===== config.mk =====
export PLATFORM = sky130hd
export DESIGN_NAME = rr_decode_arbiter
export DESIGN_NICKNAME = d
export VERILOG_FILES = /design/src/rtl/rr_decode_arbiter.sv
export SDC_FILE = /design/constraint.sdc
export NUM_CORES = 1
export LEC_CHECK = 0
export ABC_AREA = 1
export BUFFER_PORTS_ARGS = -buffer_cell sky130_fd_sc_hd__buf_2
export CAP_MARGIN = 20
export CORE_MARGIN = 2
export CORE_UTILIZATION = 50
export CTS_BUF_LIST = sky130_fd_sc_hd__clkbuf_8
export CTS_CLUSTER_DIAMETER = 30
export DETAILED_ROUTE_END_ITERATION = 12
export GPL_TIMING_DRIVEN = 0
export PLACE_DENSITY = 0.74
export SETUP_SLACK_MARGIN = 0.02
export SKIP_CTS_REPAIR_TIMING = 1
export SYNTH_ARGS = -nofsm -noshare
export SYNTH_HDL_FRONTEND = slang
export SYNTH_SLANG_ARGS = --single-unit

===== constraint.sdc =====
create_clock -name clk -period 2.3 [get_ports clk]
set_input_delay 0 -clock clk [delete_from_list [all_inputs] [get_ports clk]]
set_output_delay 0 -clock clk [all_outputs]
set_load 0.05 [all_outputs]

===== src/rtl/rr_decode_arbiter.sv =====
// Purpose : 8-way round-robin arbiter sharing one 3-to-8 decoded resource.
// Latency : grant registered 1 cycle after arbitration; 1 dead cycle between grants.
// Backpr. : no backpressure; a grant is held until req drop, release_i or MAX_HOLD.
//
// Ports:
//   clk, rst      rising-edge clock, asynchronous active-high reset
//   req           request vector, bit i = requester i
//   release_i     1-cycle pulse from the current owner ending its grant
//   grant_valid   grant active this cycle
//   grant_idx     winning index (decoder select), 0 when idle
//   grant_onehot  1 << grant_idx when valid, else 0
//   timeout_o     1-cycle pulse in the dead cycle when MAX_HOLD alone ended the grant
module rr_decode_arbiter #(
   parameter int NREQ     = 8,
   parameter int IDX_W    = 3,
   parameter int MAX_HOLD = 15,
   parameter int HOLD_W   = 4
) (
   input  logic              clk,
   input  logic              rst,
   input  logic [NREQ-1:0]   req,
   input  logic              release_i,
   output logic              grant_valid,
   output logic [IDX_W-1:0]  grant_idx,
   output logic [NREQ-1:0]   grant_onehot,
   output logic              timeout_o
);

   typedef enum logic [1:0] {
      S_IDLE,
      S_GRANT,
      S_GAP
   } state_t;

   localparam logic [HOLD_W-1:0] MAX_HOLD_C = HOLD_W'(MAX_HOLD);
   localparam logic [NREQ-1:0]   ONE_HOT0   = {{(NREQ-1){1'b0}}, 1'b1};

   state_t             state, state_nxt;
   logic [IDX_W-1:0]   last_ptr, last_nxt;
   logic [HOLD_W-1:0]  hold_cnt, hold_nxt;
   logic               valid_nxt;
   logic [IDX_W-1:0]   idx_nxt;
   logic [NREQ-1:0]    onehot_nxt;
   logic               timeout_nxt;

   logic [IDX_W-1:0]   win_idx;
   logic [IDX_W-1:0]   cand;
   logic               win_found;
   logic               end_a, end_b, end_c;

   // Round-robin search starting one past the last owner. The index adder
   // wraps modulo 8 by width, so k=8 lands back on last_ptr itself, letting a
   // sole requester re-win.
   always_comb begin
      win_idx   = '0;
      win_found = 1'b0;
      cand      = '0;
      for (int k = 1; k <= NREQ; k++) begin
         cand = last_ptr + IDX_W'(k);
         if (!win_found && req[cand]) begin
            win_idx   = cand;
            win_found = 1'b1;
         end
      end
   end

   always_comb begin
      state_nxt   = state;
      valid_nxt   = 1'b0;
      idx_nxt     = '0;
      onehot_nxt  = '0;
      timeout_nxt = 1'b0;
      last_nxt    = last_ptr;
      hold_nxt    = hold_cnt;
      end_a       = ~req[grant_idx];
      end_b       = release_i;
      end_c       = (MAX_HOLD != 0) && (hold_cnt == MAX_HOLD_C);

      case (state)
         // IDLE and the dead cycle arbitrate identically on the req seen now.
         S_IDLE, S_GAP: begin
            hold_nxt = '0;
            if (win_found) begin
               state_nxt  = S_GRANT;
               valid_nxt  = 1'b1;
               idx_nxt    = win_idx;
               onehot_nxt = ONE_HOT0 << win_idx;
               hold_nxt   = HOLD_W'(1);
            end else begin
               state_nxt  = S_IDLE;
            end
         end
         S_GRANT: begin
            if (end_a || end_b || end_c) begin
               state_nxt   = S_GAP;
               // Voluntary ends (req drop / release) mask the timeout flag.
               timeout_nxt = end_c & ~end_a & ~end_b;
               last_nxt    = grant_idx;
               hold_nxt    = '0;
            end else begin
               valid_nxt  = 1'b1;
               idx_nxt    = grant_idx;
               onehot_nxt = grant_onehot;
               // Saturate instead of wrapping (only reachable with MAX_HOLD=0).
               if (hold_cnt != '1) begin
                  hold_nxt = hold_cnt + HOLD_W'(1);
               end
            end
         end
         default: begin
            state_nxt = S_IDLE;
         end
      endcase
   end

   always_ff @(posedge clk or posedge rst) begin
      if (rst) begin
         state        <= S_IDLE;
         last_ptr     <= IDX_W'(NREQ - 1);
         hold_cnt     <= '0;
         grant_valid  <= 1'b0;
         grant_idx    <= '0;
         grant_onehot <= '0;
         timeout_o    <= 1'b0;
      end else begin
         state        <= state_nxt;
         last_ptr     <= last_nxt;
         hold_cnt     <= hold_nxt;
         grant_valid  <= valid_nxt;
         grant_idx    <= idx_nxt;
         grant_onehot <= onehot_nxt;
         timeout_o    <= timeout_nxt;
      end
   end

endmodule


==> results.toml <==
[floorplan]
core.rowCount = 21
die-height_um = 63.5
fp.dieArea_um2 = 4030
chipWidth_um = 63.5
fp.coreArea_um2 = 3360
ios = 24
start_util = 0.526

[route]
wl_um = 4550
num_vias = 1850
routed_wire_length_per_instance_um = 13.0
drt_drc_violations_left = 0
initialDrtViolationCount = 146
drtPass1Iterations = 4
final_antenna_net_count = 0
detail_route.vias_per_cell = 5.29

[clocking]
cts_root_buffer = "sky130_fd_sc_hd__clkbuf_8"
cts.path.max_buffers = 2
ctsHtreeMaxLevel = 1
clk_transition_reported_paths_ns = 0.07
cts_tree = "done"
clock-sinks = 22
clock_latency_ns = 0.26
tritoncts.num_buffers = 3

[layout]
mostFrequentLayoutCells = "sky130_fd_sc_hd__nand2_1 (72), sky130_fd_sc_hd__nand3_1 (28), sky130_fd_sc_hd__inv_1 (27)"
postLayoutCellArea_um2 = 2310
diodes = 0
final_common_cell = "sky130_fd_sc_hd__nand2_1"
final_layout_size_suffix_gt1_frac = 0.336
areaGrowthSynthToFinish_pct = 30.5
finalCoreUtilization = 0.686
fin_nets = 319
num-fill-cells = 301

[sta]
maxSlewViolCount = 0
worst_clock_skew_ns = 0.00342
timing.final.setup_violations = 14
worst_slew_pin_slew_ns = 0.788
min_period_over_period = 1.09
final-hold-violation-count = 0
min_hold_slack_ns = 0.270
slew_headroom = 0.474
timing.final.crit_period_ns = 2.51
achievable-frequency_mhz = 399
grt_setup_unrepaired = "true"
setup_ws_post_layout_ns = -0.208

[worst_setup_path]
startpoint_type = "register"
rr_startpoint = "last_ptr[0]"
timing.critical_path.fanout_max = 6
worst_setup_path_startpoint = "last_ptr[0]"
critical_path_required_ns = 2.50
ff2ff_path_depth = 18
setup.worst_path.end = "grant_onehot[0]"
crit-reg2reg-capture = "grant_onehot[0]"
signal_arrival_time_at_the_worst_endpoint_ns = 2.71
ff_to_ff_setup_slack_ns = -0.21
critical_path.endpoint_type = "register"
worstSetupPathType = "reg2reg"

[place]
globalplace.congestion = 0.843
placed_area_um2 = 1980
port_buffers = 23
dp_hpwl_um = 3250

[synth]
synthDistinctLibCells = 31
sequential_to_total_area_share_from_yosys_stat = 0.313
synthCells = 263
synth.yosys.warnings = 0
async_flop_share = 1.00
yosys_register_bits = 22
dominantRegCellSynth = "sky130_fd_sc_hd__dfrtp_1"
synth_enable_flop_cells = 0
synth_area_per_cell_um2 = 6.73
mappedNetlistArea_um2 = 1770
synth.net_count = 277

[hold_path]
min-delay-path-class = "in2reg"
worstHoldStart = "req[4]"

[global_routing]
number_of_global_route_vias_before_repair = 1725
global_route_wire_length_before_repair_um = 7330
global_route.usage.total = 0.227
grt.overflow.total = 0
grt_max_degree = 23
antenna_found_initial = 0

[run]
drv.max_cap_violation_count = 0

[status]
outcome = "finished, violations left"
violated_checks = "negative setup slack"
-- cell families after synthesis --
kind of cell,count (synthesis),share of synthesized area
simple gates,168,0.459
compound gates,26,0.0891
flops,22,0.313
buf+inv,39,0.0926
fa+ha+maj,3,0.0212
xor+xnor,5,0.0248
-- worst max-delay path, cell delays in order (launching register included) --
cell and delay [ns]:
sky130_fd_sc_hd__dfstp_2 0.58, sky130_fd_sc_hd__inv_2 0.06, sky130_fd_sc_hd__buf_8 0.12, sky130_fd_sc_hd__ha_4 0.27, sky130_fd_sc_hd__buf_12 0.13, sky130_fd_sc_hd__clkinv_8 0.07
sky130_fd_sc_hd__nand3_4 0.09, sky130_fd_sc_hd__nand3_4 0.08, sky130_fd_sc_hd__nand2_4 0.11, sky130_fd_sc_hd__inv_2 0.05, sky130_fd_sc_hd__nand3_1 0.06, sky130_fd_sc_hd__nand2_1 0.05
sky130_fd_sc_hd__nor2_1 0.12, sky130_fd_sc_hd__nand3_1 0.12, sky130_fd_sc_hd__nor2_2 0.11, sky130_fd_sc_hd__nand3_2 0.15, sky130_fd_sc_hd__nor2_2 0.13, sky130_fd_sc_hd__nand2_1 0.07
sky130_fd_sc_hd__nand2_1 0.06
-- state kept, by name, indices dropped and copies added, names as in the netlist --
register	cells
grant_onehot	8
state	2
grant_idx	3
timeout_o	1
hold_cnt	4
grant_valid	1
last_ptr	3
-- per-stage QoR --
stage | std cells | TNS, ns | setup slack, ns
finish | 350 | -2.27 | -0.208
global route | 350 | -5.04 | -0.438
CTS | 336 | -3.24 | -0.302
detailed placement | 332 | -3.00 | -0.284
global placement | 332 | -2.92 | -0.286
floorplan | 263 | -0.0313 | -0.0156
-- final cells by class --
cell class | instances | area (um2) | share of cell area
repair buffers | 37 | 229 | 0.0992
inverters | 33 | 136 | 0.0591
multi-input cells | 202 | 1220 | 0.527
well taps | 46 | 57.6 | 0.0249
clock buffers | 4 | 55.1 | 0.0238
plain buffers | 6 | 60.1 | 0.0260
flip-flops and latches | 22 | 554 | 0.240
-- worst min path at each step --
stage | to | cells past startpoint | slack [ns]
detailed placement | grant_onehot[1] | 2 | 0.18
CTS | grant_onehot[6] | 2 | -0.10
floorplan | grant_idx[0] | 1 | -0.01
finish | timeout_o | 7 | 0.27
global route | timeout_o | 7 | 0.33
global placement | grant_onehot[6] | 2 | 0.18
-- layer usage --
layer	global-route usage	wire length (um)	vias up
met4	0.106	46	0
li1	-	-	932
met5	0	0	-
met1	0.287	2040	866
met3	0.0214	151	5
met2	0.389	2320	47
-- Yosys cell counts (3+ instances only) --
| cell | n | area share |
|---|---|---|
| sky130_fd_sc_hd__nand3_2 | 9 | 0.051 |
| sky130_fd_sc_hd__o22ai_1 | 3 | 0.011 |
| sky130_fd_sc_hd__inv_2 | 4 | 0.0085 |
| sky130_fd_sc_hd__nand3_1 | 36 | 0.10 |
| sky130_fd_sc_hd__o21bai_1 | 5 | 0.021 |
| sky130_fd_sc_hd__o21ai_0 | 13 | 0.037 |
| sky130_fd_sc_hd__inv_1 | 29 | 0.062 |
| sky130_fd_sc_hd__dfrtp_1 | 19 | 0.27 |
| sky130_fd_sc_hd__nand4_1 | 5 | 0.018 |
| sky130_fd_sc_hd__nand2_1 | 79 | 0.17 |
| sky130_fd_sc_hd__ha_1 | 3 | 0.021 |
| sky130_fd_sc_hd__dfstp_2 | 3 | 0.045 |
| sky130_fd_sc_hd__nand2_2 | 10 | 0.035 |
| sky130_fd_sc_hd__nor2_1 | 22 | 0.047 |
| sky130_fd_sc_hd__xor2_1 | 3 | 0.015 |
Power is not shown: default switching activity piles up to over one toggle a cycle in this logic, so the estimate is an artifact.
